--- config.mk ---
export PLATFORM = sky130hd
export DESIGN_NAME = mmio_hub
export DESIGN_NICKNAME = d
export VERILOG_FILES = /design/src/rtl/mmio_hub.sv
export SDC_FILE = /design/constraint.sdc
export NUM_CORES = 1
export LEC_CHECK = 0
export CAP_MARGIN = 10
export CELL_PAD_IN_SITES_DETAIL_PLACEMENT = 0
export CELL_PAD_IN_SITES_GLOBAL_PLACEMENT = 1
export CORE_ASPECT_RATIO = 1.2
export CORE_MARGIN = 2
export CORE_UTILIZATION = 29
export CTS_CLUSTER_DIAMETER = 120
export DETAILED_ROUTE_END_ITERATION = 8
export PLACE_DENSITY_LB_ADDON = 0.08
export SLEW_MARGIN = 10
export SYNTH_ARGS = -nofsm -noshare
export SYNTH_HDL_FRONTEND = slang
export SYNTH_SLANG_ARGS = --single-unit
export TNS_END_PERCENT = 5
--- constraint.sdc ---
create_clock -name clkb -period 3.4 [get_ports clkb]
set_input_delay 1.02 -clock clkb [delete_from_list [all_inputs] [get_ports clkb]]
set_output_delay 1.02 -clock clkb [all_outputs]
set_load 0.01 [all_outputs]
--- src/rtl/mmio_hub.sv ---
// mmio_hub: memory-mapped I/O controller for the MineCPU data port (port b).
// It decodes the window 0xFFFF_FF00-0xFFFF_FFFF. Read data is combinational.
// Register writes, clear-on-read and FIFO pops happen on the clkb edge.
//
// Ports:
//   clkb, rst        clock; synchronous active-high reset
//   addrb            byte address (word aligned)
//   write_datab, web store data and store strobe
//   reb              load strobe; qualifies read side effects
//   io_hit           address lies inside the I/O window
//   datab_io         read data; 0 on miss or unmapped offset
//   sw_in            switch levels, 8 bits per bank
//   bt_in            raw button levels
//   kb_idx           {key_valid, key_code[3:0]}
//   led_out, seg_out LED and seven-segment registers
//
// Build option: define MMIO_TIMER_EN to map a free-running cycle counter at
// offset 0x44. Without it, that offset is unmapped.
module mmio_hub #(
  parameter int SW_NUM   = 3,
  parameter int LED_NUM  = 2,
  parameter int BT_NUM   = 5,
  parameter int KB_DEPTH = 4
) (
  input  logic                  clkb,
  input  logic                  rst,
  input  logic [31:0]           addrb,
  input  logic [31:0]           write_datab,
  input  logic                  web,
  input  logic                  reb,
  output logic                  io_hit,
  output logic [31:0]           datab_io,
  input  logic [8*SW_NUM-1:0]   sw_in,
  input  logic [BT_NUM-1:0]     bt_in,
  input  logic [4:0]            kb_idx,
  output logic [8*LED_NUM-1:0]  led_out,
  output logic [31:0]           seg_out
);

  localparam int PW = $clog2(KB_DEPTH);
  localparam int CW = PW + 1;

  localparam logic [5:0] W_SEG    = 6'd12;
  localparam logic [5:0] W_BTLVL  = 6'd13;
  localparam logic [5:0] W_BTEVT  = 6'd14;
  localparam logic [5:0] W_KBDATA = 6'd15;
  localparam logic [5:0] W_KBSTAT = 6'd16;
  localparam logic [5:0] W_TIMER  = 6'd17;

  logic [5:0] widx;
  logic       sel_ok;
  logic       wr_en;
  logic       rd_fx;

  assign io_hit = (addrb[31:8] == 24'hFFFFFF);
  assign widx   = addrb[7:2];
  // A byte-misaligned address matches no register.
  assign sel_ok = io_hit && (addrb[1:0] == 2'b00);
  assign wr_en  = sel_ok && web;
  // A simultaneous store suppresses every read side effect.
  assign rd_fx  = sel_ok && reb && !web;

  // Stage p0/p1: two-flop synchronisers
  logic [BT_NUM-1:0] bt_p0, bt_p1;
  logic [4:0]        kb_p0, kb_p1;
  // Stage p2: delayed copy for edge detection
  logic [BT_NUM-1:0] bt_p2;
  logic              kb_vld_p2;

  always_ff @(posedge clkb) begin
    if (rst) begin
      bt_p0     <= '0;
      bt_p1     <= '0;
      bt_p2     <= '0;
      kb_p0     <= '0;
      kb_p1     <= '0;
      kb_vld_p2 <= 1'b0;
    end else begin
      bt_p0     <= bt_in;
      bt_p1     <= bt_p0;
      bt_p2     <= bt_p1;
      kb_p0     <= kb_idx;
      kb_p1     <= kb_p0;
      kb_vld_p2 <= kb_p1[4];
    end
  end

  logic [BT_NUM-1:0] bt_rise;
  logic              kb_push;
  assign bt_rise = bt_p1 & ~bt_p2;
  assign kb_push = kb_p1[4] && !kb_vld_p2;

  // LED and seven-segment registers
  always_ff @(posedge clkb) begin
    if (rst) begin
      led_out <= '0;
      seg_out <= '0;
    end else begin
      for (int i = 0; i < LED_NUM; i++)
        if (wr_en && widx == 6'(8 + i))
          led_out[8*i +: 8] <= write_datab[7:0];
      if (wr_en && widx == W_SEG)
        seg_out <= write_datab;
    end
  end

  // Sticky button events. A new edge overrides a clear of the same bit.
  logic [BT_NUM-1:0] bt_evt;
  logic [BT_NUM-1:0] bt_clr;

  always_comb begin
    bt_clr = '0;
    if (wr_en && widx == W_BTEVT)
      bt_clr = write_datab[BT_NUM-1:0];
    else if (rd_fx && widx == W_BTEVT)
      bt_clr = bt_evt;
  end

  always_ff @(posedge clkb) begin
    if (rst) bt_evt <= '0;
    else     bt_evt <= (bt_evt & ~bt_clr) | bt_rise;
  end

  // Keypad FIFO
  logic [3:0]    kb_mem [KB_DEPTH];
  logic [PW-1:0] kb_wr_ptr, kb_rd_ptr;
  logic [CW-1:0] kb_cnt;
  logic          kb_ovf;
  logic          kb_empty, kb_full, kb_pop, kb_wr, kb_drop, ovf_clr;

  assign kb_empty = (kb_cnt == '0);
  assign kb_full  = (kb_cnt == CW'(KB_DEPTH));
  assign kb_pop   = rd_fx && widx == W_KBDATA && !kb_empty;
  // When the FIFO is full, a pop in the same cycle frees the head slot.
  // The new key then goes into that slot, which becomes the tail.
  assign kb_wr    = kb_push && (!kb_full || kb_pop);
  assign kb_drop  = kb_push && kb_full && !kb_pop;
  assign ovf_clr  = rd_fx && widx == W_KBSTAT;

  always_ff @(posedge clkb) begin
    if (rst) begin
      kb_wr_ptr <= '0;
      kb_rd_ptr <= '0;
      kb_cnt    <= '0;
      kb_ovf    <= 1'b0;
    end else begin
      if (kb_wr)  kb_wr_ptr <= kb_wr_ptr + PW'(1);
      if (kb_pop) kb_rd_ptr <= kb_rd_ptr + PW'(1);
      case ({kb_wr, kb_pop})
        2'b10:   kb_cnt <= kb_cnt + CW'(1);
        2'b01:   kb_cnt <= kb_cnt - CW'(1);
        default: kb_cnt <= kb_cnt;
      endcase
      kb_ovf <= kb_drop || (kb_ovf && !ovf_clr);
    end
  end

  always_ff @(posedge clkb) begin
    if (kb_wr) kb_mem[kb_wr_ptr] <= kb_p1[3:0];
  end

`ifdef MMIO_TIMER_EN
  // On a load, the counter still advances on that same edge. The cycle
  // after the store therefore reads write_datab + 1.
  logic [31:0] timer;
  always_ff @(posedge clkb) begin
    if (rst)                         timer <= '0;
    else if (wr_en && widx == W_TIMER) timer <= write_datab + 32'd1;
    else                             timer <= timer + 32'd1;
  end
`endif

  // Read mux
  always_comb begin
    datab_io = '0;
    if (sel_ok) begin
      for (int i = 0; i < SW_NUM; i++)
        if (widx == 6'(i)) datab_io = {24'h0, sw_in[8*i +: 8]};
      for (int i = 0; i < LED_NUM; i++)
        if (widx == 6'(8 + i)) datab_io = {24'h0, led_out[8*i +: 8]};
      case (widx)
        W_SEG:    datab_io = seg_out;
        W_BTLVL:  datab_io = 32'(bt_p1);
        W_BTEVT:  datab_io = 32'(bt_evt);
        W_KBDATA: if (!kb_empty) datab_io = {23'h0, 1'b1, 4'h0, kb_mem[kb_rd_ptr]};
        W_KBSTAT: datab_io = {15'h0, kb_ovf, 6'h0, kb_full, kb_empty, 8'(kb_cnt)};
`ifdef MMIO_TIMER_EN
        W_TIMER:  datab_io = timer;
`endif
        default:  ;
      endcase
    end
  end

endmodule

## Yosys cells after proc, flatten, opt, wreduce, memory -nomap -nowiden

Memory sizes are Yosys's and may differ from the RTL's. A register that Yosys moved wholly into a read port is not among the register bits.
Index checks and enable logic that the tools add are counted.

| storage, ports and cells | value |
|---|---|
| register bits after elaboration | 87 |
| memory bits (writable) | 16 |
| input port bits | 102 |
| memories kept | 1 |

| cells by class | value |
|---|---|
| add/subtract/negate cells | 4 |
| eq/ne operators | 13 |
| muxes and demuxes | 15 |
| bitwise logic cells | 5 |
| reduce and logical (&&, ||, !) cells | 29 |

Memory list:

| name | words | width | read ports | clocked after memory_dff | wr ports | RTL line | RTL |
|---|---|---|---|---|---|---|---|
| kb_mem | 4 | 4 | 1 | 1 | 1 | 125 | `logic [3:0] kb_mem [KB_DEPTH];` |

Operator list:

| kind | number |
|---|---|
| $mux 32 | 6 |
| $pmux 32 s5 | 1 |
| $eq 6x4->1 const B | 6 |
| $eq 24x24->1 const B | 1 |
| $logic_and 1x1->1 | 17 |
| $and 5x5->5 | 2 |
| $mux 5 | 2 |
| $not 5->5 | 2 |
| $mux 8 | 1 |
| $eq 6x1->1 const B | 1 |
| $eq 6x2->1 const B | 1 |
| $eq 6x5->1 const B | 1 |
| $logic_not 1->1 | 6 |
| $logic_not 6->1 | 1 |
| $pmux 3 s2 | 1 |
| $or 5x5->5 | 1 |
| $add 2x1->2 const B | 2 |
| $mux 2 | 2 |
| $add 3x1->3 const B | 1 |
| $eq 3x3->1 const B | 1 |
| $logic_not 3->1 | 1 |
| $sub 3x1->3 const B | 1 |
| $eq 2x1->1 const B | 1 |
| $eq 2x2->1 const B | 1 |
| 4 further kinds | 6 |

## Depth between registers and ports, before layout

Gate-level depths: netlist of the first run.

| logic depth | value |
|---|---|
| depth in word-level cells | 10 |
| depth in mapped cells | 9 |
| mapped depth without buffers | 7 |

## Worst setup path before layout of the first run

Ideal clock, no wire load.

| timing | value |
|---|---|
| path kind | in2out |
| from | input addrb[8] |
| to | output datab_io[4] |
| data arrival time | 2635 ps |
| path slack | -255 ps |
| stages on the path | 6 |
| path buffers | 1 |
| cells stage by stage | nand4_1 nor4_2 nand3_1 or2_2 clkbuf_1 o32ai_1 |

| on the way | value |
|---|---|
| word-level cells in the longest chain between the ends | 3 |

RTL lines:

| element | RTL line | RTL |
|---|---|---|
| from (decl) | 27 | `input logic [31:0] addrb,` |
| $eq 24x24->1 | 55 | `assign io_hit = (addrb[31:8] == 24'hFFFFFF);` |
| $logic_and 1x1->1 | 58 | `assign sel_ok = io_hit && (addrb[1:0] == 2'b00);` |
| $mux 32 | 176 | `if (sel_ok) begin` |
| to (decl) | 32 | `output logic [31:0] datab_io,` |

No other way between the ends.

## Worst setup path after layout of the first run

| timing | value |
|---|---|
| from | input addrb[4] |
| to | output datab_io[0] |

| on the way | value |
|---|---|
| word-level cells in the longest chain between the ends | 9 |
| elaborated cells between the ends (all ways) | 18 |
| those cells by class | 9 x eq/ne; 8 x mux; 1 x reduce/logical |

RTL lines:

| element | RTL line | RTL |
|---|---|---|
| $logic_not 6->1 | 178 | `if (widx == 6'(i)) datab_io = {24'h0, sw_in[8*i +: 8]};` |
| $mux 8 | 178 |  |
| $mux 32 (2 in a row) | 178 |  |
| $mux 32 (2 in a row) | 180 | `if (widx == 6'(8 + i)) datab_io = {24'h0, led_out[8*i +: 8]};` |
| $mux 32 | 185 | `W_KBDATA: if (!kb_empty) datab_io = {23'h0, 1'b1, 4'h0, kb_mem[kb_rd_ptr]};` |
| $pmux 32 s5 * | 181 | `case (widx)` |
| $mux 32 * | 176 |  |

Mark *: on every way between the ends. The rest lies on a longest branch, timed or not.

==> results.txt, run 1 <==
The number of distinct library cells after synthesis came out at 51. sky130_fd_sc_hd__nand2_1 is the most common cell in the netlist. Clock tree synthesis selected as its root buffer the cell sky130_fd_sc_hd__clkbuf_16. The slowest cell on the critical path is sky130_fd_sc_hd__or4b_4. The antenna violation net count after detailed routing came out at 0. The maximum root-to-sink buffer count came out at 2.

The critical path's top delay family is simple AND/OR/NAND/NOR gates. The cell area after placement came out at 7070 µm². The synthesized area divided by synthesized cell count is ~9.1 µm².

The via count of the routed design is 4428. The number of sinks driven by the clock tree is 105. The number of global-route vias before repair came out at 4523. The number of slew-limit violations in the final report is 0.

The internal power consumption came out at 1.94 mW. The area of the mapped netlist came out at 4630 µm². The CTS H-tree depth came out at 3.

The maximum VDD drop came out at around 0.25 mV. The post-synthesis mux area share is 5.84%. STA classifies the critical path startpoint as an input pin.

At the later pin of the worst-skew pair, clock insertion delay measures about 0.35 ns. The number of flops mapped to enable cells by yosys came out at 16. Across the run, the number of max-cap violations was 0. The analysis attributes to cell leakage a power of 2.89 nW. The simple-gate share of the synthesized area is 25.0%. The post-detailed-routing wire length is 15.3 mm. The total core area is 15600 µm². The checks that failed: negative setup slack. The count of TritonRoute iterations in the first routing pass is 4. The share of total power in the clock network came out at about two fifths. The count of buffers inserted at the top-level ports came out at about 180. The worst endpoint data arrival time is ~2.6 ns. The number of instances in the placed design is between 900 and 1000. Of the cells placed in the final design, the portion with a size suffix greater than 1 is 25.0%. The overflow left after global routing is 0. The net switching component of the power is 0.590 mW. The adder-cell area share of the yosys netlist is 1.51%. The share of the yosys chip area belonging to registers is 48.9%. The maximum fanout along the worst path is 2. The DRC marker count from the first detailed-route iteration is 174. The CTS buffer count is 9. The most instantiated flip-flop cell in the synthesis netlist is sky130_fd_sc_hd__dfxtp_1. The number of synthesis warnings came out at 0.

The gate count after technology mapping came out at 510. Per report_power, the sequential group accounts for roughly half of the total. The achievable frequency came out at 273 MHz.

The synthesized-area fraction occupied by ao, oa, aoi and oai cells came out at between 10% and 20%. Dividing the detail-routed via count by the number of cells gives 4.63. Entering global routing, the biggest net connects 30 pins. The final estimated routing congestion in global placement is 0.791. The number of fill cells came out at 1552. Setup repair after global routing could not meet its margin everywhere. Counting every net in the synthesized netlist gives 617. The kind of capture point of the worst setup path is an output port. The area growth from synthesis to layout is 62.4%. The horizontal die dimension is roughly 120 µm.

The xor and xnor area share after synthesis came out at 0.946%. The initial utilization of the core area, before any placement, comes to 29.6%. The full die area is 17000 µm². The average detailed-routed wire length per instance came out at 16.0 µm. After synthesis, the cell types taking the most area are sky130_fd_sc_hd__dfxtp_1, sky130_fd_sc_hd__edfxtp_1, sky130_fd_sc_hd__nand2_1, sky130_fd_sc_hd__a21oi_1, sky130_fd_sc_hd__and2_1. By startpoint and endpoint, the worst setup path is classified as in -> out. Walking the worst path, the cells encountered are buf_6, or4b_4, nor3b_4, buf_4, a221oi_2, a211o_1, a21oi_2, buf_2. The DRC violations left came out at 0. After clock tree synthesis, the clock-pin slew on the worst setup and hold paths is 0.07 ns. The worst clock skew came out at roughly 0.008 ns. The standard-cell row count came out at 50.

The finished cells cover 7520 µm². The smallest setup slack after layout came out at -0.264 ns. The final-report setup violation count came out at 29.

The total power of the final layout is 2.53 mW. The min-delay analysis places its worst path in the category reg -> reg. The floorplan step set the die height to 142 µm. The filler-free cell count of the finished design came out at 956. In the synthesized netlist, the cells that appear most often are sky130_fd_sc_hd__nand2_1, sky130_fd_sc_hd__dfxtp_1, sky130_fd_sc_hd__a21oi_1.

TritonCTS built the clock tree. The number of antenna diodes came out at 0. The combinational fraction of design power came out at 9.5%. The global router's overall resource usage came out at 18.0%.

At the end of the flow, the number of nets in the layout was 850. The final critical path takes up 108% of the cycle. Of the post-synthesis cell area, the dominant cell type holds between 30% and 40%. The worst stage delay on the critical path came out at 0.57 ns. The worst path in the final design needs a cycle of 3.66 ns, including I/O delays and setup.

The cell taking the most area after synthesis is sky130_fd_sc_hd__dfxtp_1. 183 I/O pins were placed. The remaining max-slew budget at the tightest pin is 63.8%. Power spread over the standard cell area amounts to roughly 340 nW/µm².

The proportion of synthesized flip-flops having asynchronous set or reset came out at 0%. Summed over all nets, the half-perimeter wirelength after detailed placement is roughly 12 mm. STA puts the critical path data required time at around 2.4 ns.

The setup slack at placement is -0.991 ns. The flow ran to the end, but the final reports show violations. The number of antenna violations at the first check in global routing is 0. The register bit total from synthesis came out at approximately 110.

The global-route wire length before repair came out at 24.1 mm. The buffering stage count on the worst path with inverters included came out at 3. At the pin with the least slew margin, the transition time is roughly 0.54 ns. By area, the combinational part of the netlist is dominated by simple AND/OR/NAND/NOR gates. The final hold violation count came out at 0.

The switching part of the total is 23.3%.
kinds of logic (layout without fill, tap and decap cells):
family,after synthesis,after routing
and+or+nand+nor,227,227
DFF,105,105
AOI/OAI and AO/OA,102,102
buffers and inverters,45,283
muxes,21,21
adders and majority gates,5,5
xor gates and xnor gates,5,5
power groups by stage:
| stage | combinational [mW] | clock [mW] | sequential, mW |
|---|---|---|---|
| 5_1_grt | 0.260 | 1.09 | 1.29 |
| 6_report | 0.240 | 1.00 | 1.29 |
| 3_3_place_gp | 0.236 | 0 | 1.32 |
| 3_5_place_dp | 0.240 | 0 | 1.32 |
| 2_1_floorplan | 0.0782 | 0 | 1.31 |
| 4_1_cts | 0.240 | 1.04 | 1.29 |
per-stage QoR:
stage / utilization [%] / hold slack (ns) / TNS [ns]
finish: 48.1 / 0.436 / -5.23
global route: 48.1 / 0.455 / -8.49
CTS: 47.8 / 0.439 / -6.32
detailed placement: 45.2 / 0.420 / -34.12
global placement: 45.2 / 0.422 / -34.08
floorplan: - / 0.414 / -0.182
cells in the final DEF (no fill, tap or decap), drive strengths merged, types with 2 or more instances in the layout:
cell type,n
a21oi,62
a221o,2
a221oi,3
a22o,7
a22oi,3
a32o,5
and2,28
buf,122
clkbuf,13
clkdlybuf4s50,118
clkinv,3
dfxtp,89
dlygate4sd2,10
edfxtp,16
ha,4
inv,15
mux2,2
mux2i,15
mux4,4
nand2,96
nand2b,2
nand3,23
nand4,7
nor2,25
nor2b,27
nor3,6
nor4,2
o21ai,10
o22ai,3
o2bb2ai,2
or2,2
xnor2,5
final timing paths:
path / from / to / slack, ns / cells after the start
worst max-delay path: addrb[4] / datab_io[0] / -0.26 / 8
worst min-delay path: kb_p0[3] / kb_p1[3] / 0.44 / 1
worst max register to register: kb_cnt[2] / kb_cnt[2] / 1.04 / 9
worst min register to register: kb_p0[3] / kb_p1[3] / 0.44 / 1
routing by layer:
layer / vias to the layer above / routed length, µm / track usage [%]
met5: - / 0 / 0
met4: 0 / 263 / 5.88
met3: 15 / 804 / 4.13
met2: 127 / 7800 / 32.2
met1: 2054 / 6460 / 21.3
li1: 2232 / - / -
worst reg2reg max path, cell delays in order (launching register included):
cell	delay (ns)
sky130_fd_sc_hd__dfxtp_1	0.42
sky130_fd_sc_hd__nor3_1	0.10
sky130_fd_sc_hd__buf_4	0.16
sky130_fd_sc_hd__nor3_4	0.17
sky130_fd_sc_hd__buf_4	0.16
sky130_fd_sc_hd__nand4_4	0.10
sky130_fd_sc_hd__nand2b_4	0.16
sky130_fd_sc_hd__fa_1	0.39
sky130_fd_sc_hd__mux2_4	0.31
sky130_fd_sc_hd__mux2_4	0.29
timing repair:
| item | in CTS | in global routing |
|---|---|---|
| gates resized for setup | 240 | 12 |
| pin swaps | 24 | 13 |
| hold buffers | 0 | 0 |
| gates cloned | 3 | 0 |
| setup endpoints to repair | 34 | 32 |
| setup buffers | 13 | 4 |
sequential cells by signal, indices dropped and copies added (netlist names), 2 cells and up, named ones only:
name,count
seg_out,32
kb_mem,16
led_out,16
bt_evt,5
bt_p0,5
bt_p1,5
bt_p2,5
kb_p0,5
kb_p1,5
kb_cnt,3
kb_rd_ptr,2
kb_wr_ptr,2
cell type report:
class	count	area (µm²)	share of cell area, %
inverter	12	45.0	0.599
sequential	105	2260	30.1
tap	208	260	3.46
timing repair buffer	255	2290	30.5
clock buffer	9	225	3.00
multi-input combinational	360	2370	31.5
clock inverter	7	61.3	0.816
Power figures use the tool's default switching activity.
==> inputs of run 2 (changes only) <==
- CORE_MARGIN: 2 -> default
==> run 2 against run 1 <==
  * The run still ends with negative setup slack left
  * Combinational power is 2% higher
  * Clock skew is 0.0040 ns lower
  * Core utilization is 0.83 points higher
  * Flip-flop and latch count stayed put
  * Via count is 0.61% lower
  * Hold slack better by 0.0018 ns
  * Largest cell class is now non-clock buffers
  * Clock power hardly changed
  * Sequential share of layout area is 0.39 points lower
  * Routed wire length is 0.68% lower
  * Global-route usage is 0.64 points higher
  * Count of clock-buffer cells in the layout is 1 higher
  * Sequential power hardly changed
==> results.txt, run 2 (synthesized netlist as in run 1, its figures left out) <==
In the layout the commonest cells are sky130_fd_sc_hd__clkdlybuf4s50_1, sky130_fd_sc_hd__nand2_1, sky130_fd_sc_hd__dfxtp_1. Of all nets on the critical path, the largest fanout is 8. Broken down by cell family, the worst path's largest delay share belongs to simple AND/OR/NAND/NOR gates.

The maximum VDD drop came out at 0.259 mV. The insertion delay to the later sink of the worst-skew pair came out at about 0.33 ns. The worst stage delay on the critical path is 0.57 ns. The number of global-route vias before repair came out at about 4600. The worst-margin pin slew is approximately 0.49 ns. The filler-free cell count of the finished design came out at 954. The clock tree from TritonCTS is built.

The DRC marker count from the first detailed-route iteration is 150. The post-layout minimum cycle time is 3.62 ns. Together, buffers and inverters on the worst path number 4. The count of buffers inserted at the top-level ports came out at 182. The count of TritonRoute iterations in the first routing pass came out at 4. The leakage power total is 2.92 nW.

The die is approximately 120 µm wide. The worst path uses 107% of the clock period. The maximum root-to-sink buffer count is 2. The standard-cell row count is 50. In the final design database the tool counted ~850 nets.

The cell that appears most often on the critical path is sky130_fd_sc_hd__buf_6. The required time of the worst setup path came out at 2.38 ns. CTS saw 105 sinks. The min-delay analysis places its worst path in the category reg -> reg. The clock tree root driver cell is sky130_fd_sc_hd__clkbuf_16.

The pin count of the biggest net entering global routing came out at 60. The region available for standard cell placement spans 15600 µm². For this run, the total global-route usage over all layers was measured as about a fifth. The register containing the most flip-flops in the final layout is seg_out. TritonCTS created 9 clock buffers.

The leading cell type in the layout, fill and taps excluded is sky130_fd_sc_hd__clkdlybuf4s50_1. The number of slew-limit violations in the final report is 0. The worst clock skew is 0.00417 ns.

The cts-stage hold buffer count came out at 0. The cell area after placement came out at just over 7000 µm². The clock-pin slew on the worst setup and hold paths is 0.07 ns.

The final instance area is 7610 µm². The tool flagged a number of max-cap violations equal to 0. The final reports fail on negative setup slack. Traced cell by cell, the critical path runs through buf_6, or4b_4, nor3b_4, buf_6, buf_6, a22o_1, a21oi_2, o21ai_2, buf_2. The die covers 16500 µm². Setup violations remaining at the end of the flow were counted as 29.

The overflow left after global routing is 0. The number of antenna diodes came out at 0. After detailed routing, the total wire length is roughly 15 mm. From synthesis to final layout, the design area changed by 64.5%. The setup slack at placement is -0.997 ns. The worst endpoint data arrival time came out at approximately 2.6 ns. The first global-routing pass estimated 24.4 mm of wire. The remaining max-slew budget at the tightest pin came out at 67.3%. The number of fill cells is 1479.

The via density per instance is 4.61. The height of the die came out at 140 µm. The starting density of the core is 29.7%.

Detailed routing inserted a total of 4401 vias. For this design, the slowest cell found on the critical path is sky130_fd_sc_hd__or4b_4. In this run the remaining antenna-violating nets after routing total 0.

After routing, the total negative slack on setup checks comes to -4.97 ns. Setup repair after global routing could not meet its margin everywhere. For this run, design rule violations remaining after detail routing come to 0.

In this run the count of I/O pins placed on the die edge is 183. The final hold violation count came out at 0. The post-DP HPWL came out at 11.1 mm. The achievable frequency is 276 MHz. The CTS H-tree depth is 3.

The fraction of final layout cells with drive strength greater than 1 is 25.5%. The largest registers in the layout are seg_out (32), kb_mem (16), led_out (16). The number of instances in the placed design came out at 919. The worst setup path is launched from an input pin. The flip-flop count of the largest register after layout is 32. By startpoint and endpoint, the worst setup path is classified as in -> out. The run finished, with violations left.

The kind of capture point of the worst setup path is an output port. The average detailed-routed wire length per instance is between 15 and 20 µm. The number of antenna violations at the first check in global routing is 1.

The final estimated routing congestion in global placement came out at 0.786. The smallest setup slack after layout is -0.223 ns. The areal power density over the cells came out at 331 nW/µm².
==> run 2: changes by cell type in the layout (fill, tap and decap cells not counted), moves of 4 or more <==
cell / before / now
sky130_fd_sc_hd__buf_12: 4 / 8
sky130_fd_sc_hd__buf_2: 40 / 34
sky130_fd_sc_hd__buf_4: 57 / 46
sky130_fd_sc_hd__buf_6: 18 / 31
==> run 2: cell type report <==
class                      count  area, µm²  area share [%]
sequential                   105       2260            29.7
clock buffer                  10        239            3.14
timing repair buffer         253       2390            31.4
inverter                      12       45.0           0.592
clock inverter                 6       48.8           0.641
tap                          208        260            3.42
multi-input combinational    360       2370            31.1
==> run 2: repair_timing <==
action                     CTS  global route
gates resized for setup    227            43
buffers inserted            12             4
setup endpoints to repair   34            32
gates cloned                 4             0
pin swaps                   25            17
==> run 2: report_power, final <==
group | internal [mW] | switching, mW | total (mW)
clock network | 0.526 | 0.461 | 0.987
logic | 0.152 | 0.0921 | 0.244
registers | 1.28 | 0.00908 | 1.29
==> run 2: path summary, 6_finish.rpt <==
kind / startpoint / endpoint / slack, ns / cells past startpoint
setup / recovery: addrb[4] / datab_io[7] / -0.22 / 9
hold / removal: kb_p0[3] / kb_p1[3] / 0.44 / 1
setup reg to reg: kb_cnt[2] / kb_cnt[2] / 0.99 / 9
hold reg to reg: kb_p0[3] / kb_p1[3] / 0.44 / 1
==> run 2: through the flow <==
stage               power [mW]  utilization (%)  hold WS (ns)
floorplan                 1.39                -         0.414
global placement          1.56             45.7         0.419
detailed placement        1.56             45.7         0.423
CTS                       2.55             48.2         0.441
global route              2.63             48.9         0.462
finish                    2.52             48.9         0.438
==> run 2: per-layer routing <==
metal	vias to the layer above	track usage (%)	wire length (µm)
met3	11	3.30	650
met1	2042	22.1	6430
li1	2225	-	-
met4	2	4.10	140
met5	-	0	13
met2	121	34.7	7990
==> run 2: worst register-to-register path, stage by stage, from the launching register on <==
cell                       delay [ns]
sky130_fd_sc_hd__dfxtp_1         0.40
sky130_fd_sc_hd__nor3_1          0.11
sky130_fd_sc_hd__buf_4           0.16
sky130_fd_sc_hd__nor3_4          0.22
sky130_fd_sc_hd__buf_4           0.17
sky130_fd_sc_hd__nand4_4         0.10
sky130_fd_sc_hd__nand2b_4        0.16
sky130_fd_sc_hd__fa_1            0.39
sky130_fd_sc_hd__mux2_4          0.32
sky130_fd_sc_hd__mux2_4          0.29
